`src/rtl/core_alu_wide.sv`:
```
// Slice-serial wide ALU: runs the 16 core ALU ops on WIDTH-bit operands, SLICE bits per clock,
// carrying the carry/shift bit between slices in a single register.
module core_alu_wide #(
  parameter int WIDTH = 16,
  parameter int SLICE = 8
) (
  input  logic             I_clk,
  input  logic             I_reset,
  input  logic             I_valid,
  output logic             O_ready,
  input  logic [3:0]       I_op,
  input  logic [WIDTH-1:0] I_lhs,
  input  logic [WIDTH-1:0] I_rhs,
  input  logic [3:0]       I_flags,
  output logic             O_valid,
  input  logic             I_ready,
  output logic [WIDTH-1:0] O_result,
  output logic [3:0]       O_flags
);
  localparam int NSLICE = WIDTH / SLICE;
  localparam int CW     = (NSLICE > 1) ? $clog2(NSLICE) : 1;

  localparam logic [3:0] OP_NOP = 4'd0,  OP_ADC = 4'd1,  OP_SBC = 4'd2,  OP_INC = 4'd3;
  localparam logic [3:0] OP_DEC = 4'd4,  OP_CMP = 4'd5,  OP_BIT = 4'd6,  OP_AND = 4'd7;
  localparam logic [3:0] OP_OR  = 4'd8,  OP_XOR = 4'd9,  OP_ROL = 4'd10, OP_ROR = 4'd11;
  localparam logic [3:0] OP_ASL = 4'd12, OP_LSR = 4'd13, OP_TXR = 4'd14, OP_TXL = 4'd15;

  if (WIDTH < 2 || (WIDTH % SLICE) != 0) begin : g_param_check
    $error("core_alu_wide: WIDTH must be >= 2 and a multiple of SLICE");
  end

  typedef enum logic [1:0] {S_IDLE = 2'd0, S_EXEC = 2'd1, S_DONE = 2'd2} state_t;

  state_t           state_q, state_d;
  logic [CW-1:0]    cnt_q, cnt_d;
  logic [WIDTH-1:0] result_q, result_d;
  logic [3:0]       flags_q, flags_d;

  logic [3:0]       op_q, fin_q;
  logic [WIDTH-1:0] a_q, b_q, acc_q, acc_d;
  logic             carry_q, z_q, n_q;

  logic             accept, first, last, msb_first, cin;
  int               idx, sh;
  logic [SLICE-1:0] a_s, b_s, bx, r_s, fv_s;
  logic [SLICE:0]   sum;
  logic             cout, z_now, n_now, v_now;
  logic [3:0]       fin_flags;

  assign O_ready  = (state_q == S_IDLE) && !I_reset;
  assign O_valid  = (state_q == S_DONE);
  assign O_result = result_q;
  assign O_flags  = flags_q;
  assign accept   = I_valid && O_ready;

  always_comb begin
    first     = (cnt_q == '0);
    last      = (cnt_q == CW'(NSLICE - 1));
    msb_first = (op_q == OP_ROR) || (op_q == OP_LSR);
    idx       = msb_first ? (NSLICE - 1 - int'(cnt_q)) : int'(cnt_q);
    sh        = idx * SLICE;
    a_s       = SLICE'(a_q >> sh);
    b_s       = SLICE'(b_q >> sh);

    // Carry seed for the first slice; afterwards the chained carry/shift bit is used.
    cin = carry_q;
    if (first) begin
      case (op_q)
        OP_ADC, OP_SBC, OP_ROL, OP_ROR: cin = fin_q[0];
        OP_INC, OP_CMP:                 cin = 1'b1;
        default:                        cin = 1'b0;
      endcase
    end

    case (op_q)
      OP_ADC:         bx = b_s;
      OP_SBC, OP_CMP: bx = ~b_s;
      OP_DEC:         bx = '1;
      default:        bx = '0;
    endcase
    sum = {1'b0, a_s} + {1'b0, bx} + {{SLICE{1'b0}}, cin};

    r_s  = a_s;
    fv_s = a_s;
    cout = cin;
    case (op_q)
      OP_ADC, OP_SBC, OP_INC, OP_DEC: begin
        r_s = sum[SLICE-1:0]; fv_s = sum[SLICE-1:0]; cout = sum[SLICE];
      end
      OP_CMP: begin
        fv_s = sum[SLICE-1:0]; cout = sum[SLICE];
      end
      OP_BIT: fv_s = a_s & b_s;
      OP_AND: begin r_s = a_s & b_s; fv_s = a_s & b_s; end
      OP_OR:  begin r_s = a_s | b_s; fv_s = a_s | b_s; end
      OP_XOR: begin r_s = a_s ^ b_s; fv_s = a_s ^ b_s; end
      OP_ROL, OP_ASL: begin
        {cout, r_s} = {a_s, cin}; fv_s = r_s;
      end
      OP_ROR, OP_LSR: begin
        {r_s, cout} = {cin, a_s}; fv_s = r_s;
      end
      OP_TXR, OP_TXL: begin r_s = b_s; fv_s = b_s; end
      default: ;
    endcase

    z_now = (first ? 1'b1 : z_q) & (fv_s == '0);
    n_now = (idx == NSLICE - 1) ? fv_s[SLICE-1] : n_q;
    v_now = (a_s[SLICE-1] == bx[SLICE-1]) && (sum[SLICE-1] != a_s[SLICE-1]);
    acc_d = (first ? '0 : acc_q) | (WIDTH'(r_s) << sh);

    case (op_q)
      OP_ADC, OP_SBC:
        fin_flags = {n_now, v_now, z_now, cout};
      OP_INC, OP_DEC, OP_AND, OP_OR, OP_XOR, OP_TXR:
        fin_flags = {n_now, fin_q[2], z_now, fin_q[0]};
      OP_CMP, OP_ROL, OP_ROR, OP_ASL, OP_LSR:
        fin_flags = {n_now, fin_q[2], z_now, cout};
      OP_BIT:
        fin_flags = {b_q[WIDTH-1], b_q[WIDTH-2], z_now, fin_q[0]};
      default:
        fin_flags = fin_q;
    endcase
  end

  always_comb begin
    state_d  = state_q;
    cnt_d    = cnt_q;
    result_d = result_q;
    flags_d  = flags_q;
    case (state_q)
      S_IDLE: if (accept) begin
        state_d = S_EXEC;
        cnt_d   = '0;
      end
      S_EXEC: if (last) begin
        state_d  = S_DONE;
        cnt_d    = '0;
        result_d = acc_d;
        flags_d  = fin_flags;
      end else begin
        cnt_d = cnt_q + CW'(1);
      end
      S_DONE: if (I_ready) state_d = S_IDLE;
      default: state_d = S_IDLE;
    endcase
  end

  always_ff @(posedge I_clk or posedge I_reset) begin
    if (I_reset) begin
      state_q  <= S_IDLE;
      cnt_q    <= '0;
      result_q <= '0;
      flags_q  <= '0;
    end else begin
      state_q  <= state_d;
      cnt_q    <= cnt_d;
      result_q <= result_d;
      flags_q  <= flags_d;
    end
  end

  // Operand latches and slice accumulators carry no reset: every op reseeds them.
  always_ff @(posedge I_clk) begin
    if (accept) begin
      op_q  <= I_op;
      a_q   <= I_lhs;
      b_q   <= I_rhs;
      fin_q <= I_flags;
    end
    if (state_q == S_EXEC) begin
      carry_q <= cout;
      z_q     <= z_now;
      n_q     <= n_now;
      acc_q   <= acc_d;
    end
  end
endmodule

```
`config.mk`:
```
export PLATFORM = sky130hd
export DESIGN_NAME = core_alu_wide
export DESIGN_NICKNAME = d
export VERILOG_FILES = /design/src/rtl/core_alu_wide.sv
export SDC_FILE = /design/constraint.sdc
export NUM_CORES = 1
export LEC_CHECK = 0
export CAP_MARGIN = 40
export CORE_ASPECT_RATIO = 1.5
export CORE_MARGIN = 4
export CORE_UTILIZATION = 25
export CTS_CLUSTER_DIAMETER = 40
export DETAILED_ROUTE_END_ITERATION = 12
export GPL_TIMING_DRIVEN = 0
export PLACE_DENSITY = 0.38
export SLEW_MARGIN = 20
export SYNTH_ARGS = -nofsm -noshare
export SYNTH_HDL_FRONTEND = slang
export SYNTH_SLANG_ARGS = --single-unit
```
`constraint.sdc`:
```
create_clock -name I_clk -period 5.9 [get_ports I_clk]
set_input_delay 1.18 -clock I_clk [delete_from_list [all_inputs] [get_ports I_clk]]
set_output_delay 1.18 -clock I_clk [all_outputs]
set_load 0.01 [all_outputs]
```
After elaboration in Yosys (flattened, before gate mapping)
Index checks and enable logic that the tools add are counted.
Operators by class
  add/subtract/negate cells: 4
  equal/unequal tests: 23
  shift-type cells: 3
  mux-type cells: 18
  bitwise operators: 6
  reductions and logical operators: 23
Operators by type and width (number)
  case mux 8 bit (7 select lines): 2
  >> shifter 16 x 32 -> 8 bit: 2
  == test 32 x 2 -> 1 bit, second input constant: 1
  == test 4 bit, second input constant: 8
  two-way mux 32 bit: 1
  << shifter 8 x 32 -> 16 bit: 1
  case mux 8 bit (3 select lines): 1
  == test 4 x 3 -> 1 bit, second input constant: 4
  two-way mux 16 bit: 1
  OR 16 bit: 1
  case mux 4 bit (4 select lines): 1
  OR reduction 2 bit: 7
  OR reduction 5 bit: 2
  adder 8 x 8 -> 9 bit: 1
  adder 9 x 1 -> 9 bit: 1
  AND 8 bit: 1
  == test 4 x 2 -> 1 bit, second input constant: 2
  zero test 8 bit: 1
  NOT 8 bit: 1
  OR 8 bit: 1
  OR reduction 4 bit: 2
  XOR 8 bit: 1
  two-way mux 2 bit: 3
  case mux 2 bit (3 select lines): 1
  other kinds (21): 30
Storage, ports and cells
  bits in registers: 82
  word-level logic and storage cells: 89

Longest topological paths before layout
  depth in word-level cells: 12
  mapped depth: 20

Least setup slack after synthesis
No wires, ideal clock.
  path kind: reg-to-reg
  start: register op_q[2]
  end: register acc_q[15] (data pin)
  arrival: 3935 ps
  path slack: 1695 ps
  stages on the path, launching flop included: 19
  buffers on the path: 3
  period minus slack after synthesis: 4205 ps
  cells stage by stage: edfxtp_1 xnor2_2 nor2_8 xnor2_2 buf_6 buf_6 mux2i_4 mux2i_1 o22a_1 nor2_1 ha_1 clkbuf_1 o2111ai_1 nand3_1 mux2_2 o21ba_2 o31a_1 nor2_1 a21oi_1
On the way
  word-level cells in the longest chain between the ends: 11
  elaborated cells between the ends (all ways): 37
  classes of those cells: add/sub: 2; eq/ne: 14; shift: 3; mux: 5; bitwise: 5; reduce/logical: 8
RTL lines
  start: declaration: line 39  | logic [3:0] op_q, fin_q;
  start signal: assignment: line 166  | op_q <= I_op;
  == test 4 bit (on tied branches): line 59, 68, 86
  logical OR 1 bit: line 59  | msb_first = (op_q == OP_ROR) || (op_q == OP_LSR);
  two-way mux 32 bit: line 60  | idx = msb_first ? (NSLICE - 1 - int'(cnt_q)) : int'(cnt_q);
  >> shifter 16 x 32 -> 8 bit: line 63  | b_s = SLICE'(b_q >> sh);
  NOT 8 bit: line 77  | OP_SBC, OP_CMP: bx = ~b_s;
  case mux 8 bit (3 select lines): line 75  | case (op_q)
  adder 8 x 8 -> 9 bit: line 81  | sum = {1'b0, a_s} + {1'b0, bx} + {{SLICE{1'b0}}, cin};
  adder 9 x 1 -> 9 bit: line 81
  case mux 8 bit (7 select lines): line 86  | case (op_q)
  << shifter 8 x 32 -> 16 bit (*): line 110  | acc_d = (first ? '0 : acc_q) | (WIDTH'(r_s) << sh);
  OR 16 bit (*): line 110
  via acc_d[15]: line 40  | logic [WIDTH-1:0] a_q, b_q, acc_q, acc_d;
  end signal: assignment: line 175  | acc_q <= acc_d;
  end: declaration: line 40
The timed path passes the listed nets; every way through them passes the cells marked *.
A chain may end at the register's enable or synchronous reset.

Worst setup path after layout
  start: register op_q[2]
  end: register flags_q[3], in the netlist O_flags[3]
On the way
  word-level cells in the longest chain between the ends: 11
  elaborated cells between the ends (all ways): 43
  classes of those cells: add/sub: 2; eq/ne: 16; shift: 2; mux: 7; bitwise: 4; reduce/logical: 12
RTL lines
  == test 4 bit (on tied branches): line 59, 68, 86
  logical OR 1 bit: line 59
  two-way mux 32 bit: line 60
  >> shifter 16 x 32 -> 8 bit: line 63
  NOT 8 bit: line 77
  case mux 8 bit (3 select lines): line 75
  adder 8 x 8 -> 9 bit: line 81
  adder 9 x 1 -> 9 bit: line 81
  case mux 8 bit (7 select lines): line 86
  two-way mux 1 bit (*): line 108  | n_now = (idx == NSLICE - 1) ? fv_s[SLICE-1] : n_q;
  via n_now: line 47  | logic cout, z_now, n_now, v_now;
  case mux 4 bit (4 select lines) (*): line 112  | case (op_q)
  end signal: assignment: line 159  | flags_q <= flags_d;
  end: declaration: line 37  | logic [3:0] flags_q, flags_d;
Marked as above.

==> results by group <==
Yosys
  • Asr flop ratio synth: 0.2805
  • Syn. warnings: 0
  • Net Count, Synth: about 600
  • Netlist Area Pre-Place: approximately 0.0053 mm²
  • Post-synth top area share: 0.3334
  • Largest area contributor in the netlist: edfxtp_1
  • Synthesized flop and latch total: 82
  • Gate Count Post-Synth: 524
  • Post-synth cell types: 67
  • Most used DFF post-synth: edfxtp_1
  • Seq/Total Area, Yosys: 0.4417
  • EDFF count, synth: 59
  • Synth top area cells: edfxtp_1, dfrtp_1, mux2i_1
  • Syn Area/Cell: 10.14 µm²

Detailed routing
  • Via density: 4.832
  • Initial DRT Pass Iterations: 4
  • DRC violation count after routing: 0
  • Post-DRT Antenna Nets: 0
  • DRT Wirelength: 17.69 mm
  • Initial DRC count: about 270
  • DR vias: approximately 4.2k
  • Drt wl/cell: 20.20 µm

Worst setup path
  • Crit Path Class: reg -> reg
  • Worst reg2reg setup slack: 570 ps
  • Max Fanout on Critical Path: 10
  • Crit path capture type: flop
  • Max incr delay on CP: ~500 ps
  • FF-to-FF path depth: 18
  • Crit path to: O_flags[3]$_DFFE_PP0P_
  • Data arrival, critical path: 5540 ps
  • Crit Reg-Reg Endpoint: O_flags[3]$_DFFE_PP0P_
  • CP Launch Type: flop
  • CP cell instances: xnor2_2 -> nor2_8 -> xnor2_2 -> buf_6 -> buf_6 -> mux2i_4 -> mux2i_1 -> o22a_1 -> nor2_1 -> ha_1 -> clkbuf_1 -> o2111ai_1 -> nand3_1 -> mux2_2 -> a211oi_1 -> o21ai_1 -> a311oi_1 -> o41ai_1
  • Worst path required time: 6110 ps
  • Critical Path Start: op_q[2]$_DFFE_PP_
  • Origin of the critical flop-to-flop path: op_q[2]$_DFFE_PP_
  • Slowest-stage cell, CP: xnor2_2

Finish
  • Layout cells sized above 1: 0.1036
  • Area delta synth->final: 25.36%
  • Most frequent cells in the layout: clkdlybuf4s50_1, edfxtp_1, nor2_1
  • Design area: around 0.0067 mm²
  • Inserted Diodes: 0
  • # nets final: ~670
  • Leading cell type in the layout, fill and taps excluded: clkdlybuf4s50_1

Die
  • Die area: between 0.02 and 0.025 mm²
  • Starting Density: 0.2532
  • Die Span X: 127.0 µm
  • Total core area: 0.02098 mm²
  • Row count: 65
  • Die H: 186.6 µm
  • # IOs: 66

STA
  • Final Hold Fails: 0
  • Final setup violation count: 0
  • RSZ-0062 raised after global routing: false
  • Final slew viol count: 0
  • Final Skew: 7.300 ps
  • Worst slew margin: 0.3871
  • Period utilization: 0.9034
  • Max Clock Freq: 187.6 MHz
  • Final Worst Setup Slack: 569.8 ps
  • Fin Hold WS: 475.9 ps
  • Setup TNS: 0 ps
  • Worst-Margin Slew: 910.9 ps
  • Tmin final: 5330 ps

Clocking
  • Clock transition at path regs: 70 ps
  • Clk Latency, worst-skew pair: 350 ps
  • CTS Buf Count: 9
  • Clock root buffer: clkbuf_16
  • Clock Sinks: just over 80
  • Hold_buf cts: 0
  • Postcts setup bufs: 0
  • Clock Tree Buf Depth: 2
  • CTS-repair resized insts: 0
  • CTS H-tree depth: 3
  • CTS tree: done

Global routing
  • Largest net degree at the start of global routing: 37
  • Grt total ovfl: 0
  • Vias in the first global route: between 4k and 5k
  • Initial antenna violation count: 0
  • First-pass GRT wire length: 26.47 mm
  • Gr usage total: 0.1495

Placement
  • Final HPWL DP: around 14 mm
  • Port buffer count: 65
  • Dpl ws: about 600 ps
  • Placed Area: 0.006335 mm²
  • Final Wtd Congestion: around 0.86

Power
  • Pwr per Cell Area: 474.9 mW/mm²
  • Peak VDD IR: 0.0001380 V
  • Lkg Pwr: 2.552 nW
  • Total Power: 3.164 mW

Flow run
  • Max-cap violations: 0

Status
  • Status: finished clean

Hold path
  • Worst hold path class: reg -> reg
  • Hold_sp: O_result[0]$_DFFE_PP0P_
==> metrics by stage <==
stage | instances | utilization
after global routing | 876 | 0.3175
after CTS | 875 | 0.3168
after floorplan | 524 | -
after detailed placement | 859 | 0.3019
after global placement | 857 | 0.3002
final | 876 | 0.3175
==> final cells by class <==
class	count	area (µm²)
plain buffers	31	142.6
clock buffers	10	239.0
clock inverters	6	72.57
fillers	2234	14320
inverters	26	97.59
multi-input cells	385	2726
flip-flops and latches	82	2347
well taps	268	335.3
repair buffers	68	700.7
==> logic make-up (layout without fill, tap and decap cells) <==
group,count (synthesis),after routing,synth area share
AND/OR/NAND/NOR,160,160,0.1458
flip-flops,82,82,0.4417
buffers and inverters,57,141,0.04521
AO/OA/AOI/OAI,139,139,0.1691
multiplexers,54,54,0.1229
adder cells (fa/ha/maj),24,24,0.05934
XOR/XNOR,8,8,0.01601
==> routing by layer <==
layer / share of wire / up-vias / track usage
met5: 0 / - / 0
met4: 0.041 / 0 / 0.07308
met3: 0.025 / 29 / 0.01718
met2: 0.53 / 89 / 0.2732
met1: 0.40 / 2042 / 0.1695
li1: - / 2073 / -
==> worst min-delay path by stage <==
stage	endpoint	slack (ps)	cells past startpoint
3_5_place_dp	O_result[0]$_DFFE_PP0P_	470	2
2_1_floorplan	O_result[8]$_DFFE_PP0P_	480	2
4_1_cts	O_result[0]$_DFFE_PP0P_	490	2
3_3_place_gp	O_result[0]$_DFFE_PP0P_	470	2
6_report	O_result[0]$_DFFE_PP0P_	480	2
5_1_grt	O_result[7]$_DFFE_PP0P_	500	2
==> critical path: cells and delay by family (launching register included) <==
family | cells | cell delay [ps]
fa+ha+maj | 1 | 290
xor+xnor | 2 | 810
simple gates | 3 | 330
flops | 1 | 490
mux | 3 | 1050
buf+inv | 3 | 760
compound gates | 6 | 1440
==> synthesized netlist by cell type (3+ instances only) <==
| cell type | n |
|---|---|
| edfxtp_1 | 59 |
| nor2_1 | 50 |
| a21oi_1 | 44 |
| nand2_1 | 40 |
| mux2i_1 | 34 |
| o21ai_0 | 25 |
| dfrtp_1 | 23 |
| inv_1 | 23 |
| ha_1 | 22 |
| clkbuf_1 | 18 |
| nor2b_1 | 17 |
| nor3_1 | 17 |
| nand2b_1 | 11 |
| o21ai_1 | 11 |
| buf_2 | 9 |
| mux2_2 | 8 |
| mux2i_4 | 7 |
| o22a_1 | 7 |
| o22ai_1 | 6 |
| a211oi_1 | 5 |
| a211o_1 | 4 |
| a221oi_1 | 4 |
| nand3_1 | 4 |
| nor4_1 | 4 |
| o31ai_1 | 4 |
| or2_2 | 4 |
| a21o_1 | 3 |
| inv_2 | 3 |
| xnor2_1 | 3 |
| xor2_1 | 3 |
==> state kept, by name, summed over array words and instances, names as in the netlist <==
signal    flops
carry_q       1
fin_q         4
a_q          16
n_q           1
state_q       2
op_q          4
cnt_q         1
acc_q        16
O_flags       4
z_q           1
O_result     16
b_q          16
==> power breakdown <==
group          internal, mW  total, mW  switching (mW)
registers             0.837      0.923          0.0859
logic                 0.682       1.64           0.961
clock network         0.346      0.598           0.252
total                  1.86       3.16            1.30
Power figures use the tool's default switching activity.
